==> config.mk <==
export PLATFORM = sky130hd
export DESIGN_NAME = sal_rd_resp_gen
export DESIGN_NICKNAME = d
export VERILOG_FILES = /design/src/rtl/sal_rd_pkg.sv /design/src/rtl/sal_sync_fifo.sv /design/src/rtl/sal_rd_resp_gen.sv
export SDC_FILE = /design/constraint.sdc
export NUM_CORES = 2
export LEC_CHECK = 0
export CORE_ASPECT_RATIO = 1.2
export CORE_MARGIN = 4
export CORE_UTILIZATION = 52
export DETAILED_ROUTE_END_ITERATION = 10
export PLACE_DENSITY = 0.71
export REMOVE_ABC_BUFFERS = 1
export SYNTH_ARGS = -nofsm -noshare
export SYNTH_HDL_FRONTEND = slang
export SYNTH_MEMORY_MAX_BITS = 65536
export SYNTH_SLANG_ARGS = --single-unit
==> constraint.sdc <==
create_clock -name clk -period 15.28 [get_ports clk]
set_clock_uncertainty 0.2 [all_clocks]
set_input_delay 1.528 -clock clk [delete_from_list [all_inputs] [get_ports clk]]
set_output_delay 1.528 -clock clk [all_outputs]
set_load 0.02 [all_outputs]
==> src/rtl/sal_rd_pkg.sv <==
// Shared types and width helpers for the read-response path.
// Descriptor layout is fixed by the package widths below.
package sal_rd_pkg;
  localparam int SAL_ID_W  = 4;
  localparam int SAL_LEN_W = 4;

  localparam logic [1:0] RRESP_OKAY = 2'b00;

  typedef struct packed {
    logic [SAL_ID_W-1:0]  id;
    logic [SAL_LEN_W-1:0] len;
  } rd_desc_t;

  function automatic int acc_w(input int depth);
    return $clog2(depth) + 2;
  endfunction
endpackage

==> src/rtl/sal_sync_fifo.sv <==
// First-word-fall-through synchronous FIFO with occupancy count.
// Pointers carry one extra wrap bit so full and empty differ.
module sal_sync_fifo #(
  parameter int WIDTH = 8,
  parameter int DEPTH = 8,
  localparam int AW = $clog2(DEPTH)
) (
  input  logic             clk,
  input  logic             rst,
  input  logic             push,
  input  logic [WIDTH-1:0] din,
  input  logic             pop,
  output logic [WIDTH-1:0] dout,
  output logic             empty,
  output logic [AW:0]      count
);
  localparam logic [AW:0] ONE = 1;

  logic [WIDTH-1:0] mem_q [DEPTH];
  logic [AW:0] wr_q, wr_d;
  logic [AW:0] rd_q, rd_d;
  logic        full;

  always_comb begin
    full  = (wr_q[AW] != rd_q[AW]) &&
            (wr_q[AW-1:0] == rd_q[AW-1:0]);
    empty = (wr_q == rd_q);
    count = wr_q - rd_q;
    dout  = mem_q[rd_q[AW-1:0]];
    wr_d  = wr_q;
    rd_d  = rd_q;
    if (push && !full) wr_d = wr_q + ONE;
    if (pop && !empty) rd_d = rd_q + ONE;
  end

  always_ff @(posedge clk) begin
    if (push && !full) mem_q[wr_q[AW-1:0]] <= din;
  end

  always_ff @(posedge clk) begin
    if (rst) begin
      wr_q <= '0;
      rd_q <= '0;
    end else begin
      wr_q <= wr_d;
      rd_q <= rd_d;
    end
  end
endmodule

==> src/rtl/sal_rd_resp_gen.sv <==
// AXI read-response generator: buffers DFI beats and pairs them
// with posted descriptors; admits commands only with room reserved.
module sal_rd_resp_gen
  import sal_rd_pkg::*;
#(
  parameter int ID_WIDTH   = SAL_ID_W,
  parameter int LEN_WIDTH  = SAL_LEN_W,
  parameter int DATA_WIDTH = 128,
  parameter int CMD_DEPTH  = 8,
  parameter int DATA_DEPTH = 32
) (
  input  logic                  clk,
  input  logic                  rst,
  input  logic                  rd_cmd_valid,
  output logic                  rd_cmd_ready,
  input  logic [ID_WIDTH-1:0]   rd_cmd_id,
  input  logic [LEN_WIDTH-1:0]  rd_cmd_len,
  input  logic                  dfi_rddata_valid,
  input  logic [DATA_WIDTH-1:0] dfi_rddata,
  output logic                  axi_rvalid,
  input  logic                  axi_rready,
  output logic [ID_WIDTH-1:0]   axi_rid,
  output logic [DATA_WIDTH-1:0] axi_rdata,
  output logic [1:0]            axi_rresp,
  output logic                  axi_rlast,
  output logic                  err_overflow,
  output logic                  err_orphan
);
  localparam int CA = $clog2(CMD_DEPTH);
  localparam int DA = $clog2(DATA_DEPTH);
  localparam int CW = acc_w(DATA_DEPTH);
  localparam logic [CA:0] CMD_FULL_C  = CMD_DEPTH[CA:0];
  localparam logic [DA:0] DATA_FULL_C = DATA_DEPTH[DA:0];
  localparam logic [CW-1:0] DEPTH_C   = CW'(DATA_DEPTH);
  localparam logic [CW-1:0] ONE_C     = 1;
  localparam logic [LEN_WIDTH-1:0] BONE = 1;

  rd_desc_t    cmd_din, cmd_head;
  logic        cmd_empty, cmd_full;
  logic [CA:0] cmd_count;
  logic [DATA_WIDTH-1:0] data_head;
  logic        data_empty, data_full;
  logic [DA:0] data_count;

  logic [CW-1:0] pending_q, pending_d;
  logic [CW-1:0] committed, need;
  logic [LEN_WIDTH-1:0] beat_cnt_q, beat_cnt_d;
  logic err_overflow_q, err_overflow_d;
  logic err_orphan_q, err_orphan_d;
  logic cmd_fire, beat_push, r_fire;

  always_comb begin
    cmd_din    = '{id: rd_cmd_id, len: rd_cmd_len};
    cmd_full   = (cmd_count == CMD_FULL_C);
    data_full  = (data_count == DATA_FULL_C);
    committed  = CW'(data_count) + pending_q;
    need       = committed + CW'(rd_cmd_len) + ONE_C;
    // Ready is held low while rst is asserted.
    rd_cmd_ready = !rst && !cmd_full && (need <= DEPTH_C);
    cmd_fire   = rd_cmd_valid && rd_cmd_ready;
    beat_push  = dfi_rddata_valid && (pending_q != '0) && !data_full;
    axi_rvalid = !data_empty && !cmd_empty;
    axi_rid    = cmd_head.id;
    axi_rdata  = data_head;
    axi_rresp  = RRESP_OKAY;
    axi_rlast  = axi_rvalid && (beat_cnt_q == cmd_head.len);
    r_fire     = axi_rvalid && axi_rready;

    pending_d = pending_q;
    if (cmd_fire)
      pending_d = pending_d + CW'(rd_cmd_len) + ONE_C;
    if (dfi_rddata_valid && (pending_q != '0))
      pending_d = pending_d - ONE_C;

    beat_cnt_d = beat_cnt_q;
    if (r_fire)
      beat_cnt_d = axi_rlast ? '0 : beat_cnt_q + BONE;

    err_orphan_d   = err_orphan_q ||
                     (dfi_rddata_valid && (pending_q == '0));
    err_overflow_d = err_overflow_q ||
                     (dfi_rddata_valid && (pending_q != '0) && data_full);
    err_overflow   = err_overflow_q;
    err_orphan     = err_orphan_q;
  end

  always_ff @(posedge clk) begin
    if (rst) begin
      pending_q      <= '0;
      beat_cnt_q     <= '0;
      err_overflow_q <= 1'b0;
      err_orphan_q   <= 1'b0;
    end else begin
      pending_q      <= pending_d;
      beat_cnt_q     <= beat_cnt_d;
      err_overflow_q <= err_overflow_d;
      err_orphan_q   <= err_orphan_d;
    end
  end

  sal_sync_fifo #(
    .WIDTH($bits(rd_desc_t)),
    .DEPTH(CMD_DEPTH)
  ) u_cmd_fifo (
    .clk  (clk),
    .rst  (rst),
    .push (cmd_fire),
    .din  (cmd_din),
    .pop  (r_fire && axi_rlast),
    .dout (cmd_head),
    .empty(cmd_empty),
    .count(cmd_count)
  );

  sal_sync_fifo #(
    .WIDTH(DATA_WIDTH),
    .DEPTH(DATA_DEPTH)
  ) u_data_fifo (
    .clk  (clk),
    .rst  (rst),
    .push (beat_push),
    .din  (dfi_rddata),
    .pop  (r_fire),
    .dout (data_head),
    .empty(data_empty),
    .count(data_count)
  );
endmodule

After elaboration in Yosys (flattened, before gate mapping)
Memories as Yosys holds them, arrays and structs flattened. A register that Yosys moved wholly into a read port is not among the register bits.
Index checks and enable logic that the tools add are counted.
{"block": "word_totals", "elab_cells": 72, "ram_bits": 4160, "input_bits": 141, "output_inout_bits": 139, "regBits": 33, "mem_count": 2}
{"name": "u_data_fifo.mem_q", "depth": 32, "word_bits": 128, "rd": 1, "rd_clocked_by_memory_dff": 1, "write_ports": 1, "line": "sal_sync_fifo.sv:19", "rtl": "logic [WIDTH-1:0] mem_q [DEPTH];"}
{"name": "u_cmd_fifo.mem_q", "depth": 8, "word_bits": 8, "rd": 1, "rd_clocked_by_memory_dff": 1, "write_ports": 1, "line": "sal_sync_fifo.sv:19"}
{"block": "classes", "order_cmp": 1, "mux": 11, "n_reduce_logical": 28, "n_addsub": 13, "n_eq_ne": 9}
{"cell": "logical AND 1 bit", "count": 17}
{"cell": "adder 7 x 1 -> 7 bit, second input constant", "count": 2}
{"cell": "adder 7 x 4 -> 7 bit", "count": 2}
{"cell": "2-to-1 mux 7 bit", "count": 2}
{"cell": "adder 4 x 1 -> 4 bit, second input constant", "count": 3}
{"cell": "adder 6 x 1 -> 6 bit, second input constant", "count": 2}
{"cell": "2-to-1 mux 5 bit", "count": 2}
{"cell": "equality test 4 bit", "count": 2}
{"cell": "adder 6 x 7 -> 7 bit", "count": 1}
{"cell": "<= comparator 7 x 6 -> 1 bit, second input constant", "count": 1}
{"cell": "logical NOT 1 bit", "count": 7}
{"cell": "logical NOT 7 bit", "count": 1}
{"cell": "nonzero test 7 bit", "count": 1}
{"cell": "subtractor 7 x 1 -> 7 bit, second input constant", "count": 1}
{"cell": "equality test 6 bit", "count": 1}
{"cell": "equality test 6 bit, second input constant", "count": 1}
{"cell": "2-to-1 mux 3 bit", "count": 2}
{"cell": "subtractor 6 bit", "count": 1}
{"cell": "equality test 5 bit", "count": 1}
{"cell": "equality test 4 bit, second input constant", "count": 1}
{"cell": "2-to-1 mux 1 bit", "count": 4}
{"cell": "2-to-1 mux 4 bit", "count": 1}
{"cell": "subtractor 4 bit", "count": 1}
{"cell": "equality test 3 bit", "count": 1}
{"cell": "other kinds (2)", "count": 4}

Longest topological paths before layout
{"block": "logic_depth", "ltp_word": 10, "ltp_mapped": 22, "depth_no_buf": 21}

By module
A second synthesis with hierarchy kept.
{"block": "unflattened", "hier_cells": 6784, "area_unflattened_um2": 158075.4}
{"mod": "sal_sync_fifo at u_data_fifo", "instances": 1, "cells_per_inst": 6466, "area_each_um2": 153626.1}
{"mod": "sal_sync_fifo at u_cmd_fifo", "instances": 1, "cells_per_inst": 165, "area_each_um2": 3090.5}
{"mod": "sal_rd_resp_gen", "instances": 1, "cells_per_inst": 153, "area_each_um2": 1358.8}

Least setup slack after synthesis
No wires, ideal clock.
{"block": "synth_path", "kind": "in2reg", "start": "in dfi_rddata_valid", "end": "mem u_data_fifo.mem_q[3][0] (netlist bit), enable pin", "path_stages": 4, "slack_ns": -0.144, "setup_ns": 0.932, "arrival_time_ns": 14.293, "t_required_ns": 14.148, "cell_sequence": "nand2_1 -> nor2_1 -> nand3_1 -> nor4_1"}
{"block": "synth_between", "elab_chain_len": 5}
{"element": "start, declared", "line": "sal_rd_resp_gen.sv:18", "rtl": "input logic dfi_rddata_valid,"}
{"element": "logical AND 1 bit (2 in a row)", "line": "sal_rd_resp_gen.sv:61", "rtl": "beat_push = dfi_rddata_valid && (pending_q != '0) && !data_full;"}
{"element": "logical AND 1 bit", "line": "sal_sync_fifo.sv:37", "rtl": "if (push && !full) mem_q[wr_q[AW-1:0]] <= din;"}
{"element": "2-to-1 mux 1 bit", "line": "sal_sync_fifo.sv:37"}
{"element": "2-to-1 mux 1 bit (implied by the code)", "line": "sal_sync_fifo.sv:37"}
{"element": "end, declared", "line": "sal_sync_fifo.sv:19"}
Every way passes these cells.

==> impl_metrics.yaml <==
outcome:
  status: "finished, violations left"
  violations: "max-slew violations"
critical_path:
  start_kind: "register"
  cp_top_family: "buffers and inverters"
  r2r-end: "u_data_fifo.mem_q[10][111]"
  arrival_ns: 6.42
  cp_num_cells: 7
  path_max_fanout: 103
  cp-end-kind: "primary output"
  critical-path-max-stage-delay_ns: 0.89
  critPathBufInv: 4
  cp_data_required_time_ns: 13.55
  rrSetupSlack_ns: 8.87
  crit_chain: "buf_12 -> buf_4 -> buf_4 -> mux4_2 -> mux4_2 -> mux2_2 -> clkdlybuf4s50_1"
  critPathSlowestCell: "buf_4"
  r2r_start: "u_data_fifo.wr_q[0]"
  worst-r2r-cell-count: 15
  crit_type: "register to primary output"
detailed_routing:
  drc: 0
  viasPerCell: 6.502
  drt-met1-wl_mm: 144.3
  top_layer_used: "met5"
  wl_per_cell_um: 34.41
  dr.pass1.iters: 5
  wl_mm: 385.0
  routed-wl-met3_mm: 37.15
  ant_nets: 0
  drt_iter0_markers: 9608
  wl_met2_mm: 191.7
  vias: 72750
clocking:
  cts_tree: "done"
  cts_hold_buffers: 0
  clockBufferDepth: 4
  clock_sinks: 4201
  htreeDepth: 5
  clkSlewWorstSetupHoldPaths_ns: 0.06
  root_buffer: "clkbuf_16"
  cts_made_buffers: 400
  insertion_delay_ns: 0.90
  ctsResizeCount: 0
  cts_setup_buffers: 0
final_layout:
  final_util: 0.5916
  area_delta_synth_final_pct: 12.98
  final_nets: 6979
  layout-drive-gt1-share: 0.3021
  nFillCells: 20730
min_path:
  min_path_type: "register to register"
  hold_depth: 2
  min_to: "err_orphan"
  worstHoldStart: "err_orphan"
die:
  pin_count: 280
  initial_core_util: 0.5236
  row_count: 222
  die_w_um: 514.4
  dieArea_mm2: 0.3167
  design.core.area_mm2: 0.3055
  die_h_um: 615.6
power_and_ir_drop:
  pwr-share-comb: 0.107
  leakage_nw: 53.67
  p_int_mw: 19.55
  peakVddDrop_mv: 0.1815
  p_sw_mw: 5.754
  powerDensity_mw_per_mm2: 140.0
  clkPwrFrac: 0.376
  seqPwrFrac: 0.517
  totalPowerFinal_mw: 25.31
  swShare: 0.2273
global_route:
  grt_usage: 0.2437
  grt_pass1_vias: 74350
  grt_max_degree: 165
  antenna_found_initial: 61
  grt_pass1_wl_mm: 550.5
  overflow: 0
yosys:
  yosys.area.top_type_share: 0.7808
  synth_edf_count: 4160
  synthDistinctLibCells: 56
  yosysSeqAreaShare: 0.7859
  synthTopCellsByArea: "edfxtp_1, mux4_2, mux2_2, clkbuf_1, dfxtp_1"
  syn_avg_cell_area_um2: 25.44
  ys_ff_latch: 4201
  netlist_area_mm2: 0.1600
  ys_warn_count: 0
  syn_inst: 6289
  synth-main-ff-cell: "edfxtp_1"
  async_reset_ff_frac: 0
  yosysTopAreaCell: "edfxtp_1"
sta:
  timing.fmax_mhz: 122.7
  layout_min_cycle_time_ns: 8.153
  worst_pin_slew_ns: 1.657
  finalSetupViolations: 0
  rsz0062_at_grt: "no"
  min_period_over_period: 0.5336
  drv_slew: 31
  hold_viol_final: 0
  relSlewSlack: -0.1050
run:
  cap_violations: 0
placed_design:
  hpwl_mm: 186.4
  portBuffers: 277
  place_congestion: 0.7521
## worst min-delay path: stages, from the launching register on
cell     delay [ns]
dfxtp_1        0.33
a31oi_1        0.05
nor2_1         0.07
## kinds of logic after synthesis
| group | Yosys count | share of synthesized area |
|---|---|---|
| and+or+nand+nor | 173 | 0.005333 |
| buffers and inverters | 352 | 0.008821 |
| adders and majority gates | 35 | 0.003019 |
| xor gates and xnor gates | 29 | 0.001588 |
| muxes | 1446 | 0.1932 |
| AOI/OAI and AO/OA | 52 | 0.002072 |
| DFF | 4201 | 0.7859 |
| other | 1 | 0.00002344 |
## cell usage after synthesis, types with 2 or more instances
cell type and instances:
edfxtp_1 4160, and2_1 4, fa_1 6, buf_4 2, and3_1 6, clkbuf_1 224, a211oi_1 3, o2111ai_1 2
nor3b_1 3, mux4_1 16, mux4_2 1280, or4_1 2, xor2_1 9, o21ai_0 12, o21a_1 2, nand2b_1 4
nand3b_1 5, a21oi_1 14, dfxtp_1 41, o21ai_1 2, a21o_1 2, or3_1 3, xnor2_1 20, inv_1 36
o31ai_1 3, ha_1 29, a31oi_1 3, nand4_1 6, mux2i_1 15, nor4_1 6, nor2_1 65, nor2b_1 11
buf_1 41, nand2_1 28, buf_2 46, nand3_1 13, nor3_1 12, mux2_2 135
## layer usage
layer | global-route usage | vias to the layer above
met2 | 0.3922 | 3969
li1 | - | 28500
met3 | 0.05633 | 708
met1 | 0.3388 | 39540
met4 | 0.07092 | 40
met5 | 0 | -
## state kept, by name, indices dropped and copies added, names as in the netlist, named ones only
| register | cells |
|---|---|
| beat_cnt_q | 4 |
| err_orphan | 1 |
| err_overflow | 1 |
| pending_q | 7 |
| u_cmd_fifo.mem_q | 64 |
| u_cmd_fifo.rd_q | 4 |
| u_cmd_fifo.wr_q | 4 |
| u_data_fifo.mem_q | 4096 |
| u_data_fifo.rd_q | 6 |
| u_data_fifo.wr_q | 6 |
## stage by stage
step	hold WS [ns]	setup slack, ns	instance area (um2)	setup TNS (ns)	std cells
floorplan	0.2580	-30.24	158700	-3938.77	5974
global placement	0.2648	7.892	168200	0	10430
detailed placement	0.2632	7.844	168200	0	10430
CTS	0.2826	6.884	180700	0	11170
global route	0.3280	6.545	180700	0	11180
finish	0.2811	7.127	180800	0	11190
## worst max-delay path by stage
stage          slack, ns       endpoint     start
2_1_floorplan     -30.24   axi_rdata[0]  register
3_3_place_gp        7.89  axi_rdata[56]  register
3_5_place_dp        7.84  axi_rdata[56]  register
4_1_cts             6.88  axi_rdata[56]  register
5_1_grt             6.55  axi_rdata[56]  register
6_report            7.13  axi_rdata[56]  register
## cell usage in the layout, fill, tap and decap left out, drive strengths merged, types with 3 or more instances in the layout
cell              n
a211oi            4
a21oi            14
a31oi             3
and2              4
and3              6
buf             150
bufinv           23
clkbuf          519
clkdlybuf4s50   277
clkinv          168
clkinvlp         16
dfxtp            41
diode            21
edfxtp         4160
fa                6
ha               29
inv              46
mux2            135
mux2i            15
mux4           1296
nand2            28
nand2b            4
nand3            13
nand3b            5
nand4             6
nor2             65
nor2b            11
nor3             12
nor3b             3
nor4              7
o21ai            14
o31ai             3
or3               3
xnor2            20
xor2              9
## power by group through the flow
stage / clock network [mW] / registers (mW) / logic (mW)
floorplan: 0 / 13.6 / 2.82
global placement: 0 / 13.3 / 2.74
detailed placement: 0 / 13.3 / 2.76
CTS: 9.66 / 13.1 / 2.77
global route: 10.2 / 13.1 / 2.90
finish: 9.51 / 13.1 / 2.72
## cell type report
cell class	count	area, um2	area share
Timing Repair Buffer	427	4149	0.02295
Antenna cell	21	52.55	0.0002907
Multi-Input combinational cell	1737	33080	0.1830
Clock inverter	217	1838	0.01017
Clock buffer	519	10690	0.05914
Tap cell	4032	5045	0.02791
Inverter	36	142.6	0.0007891
Sequential cell	4201	125800	0.6957
Power figures use the tool's default switching activity.
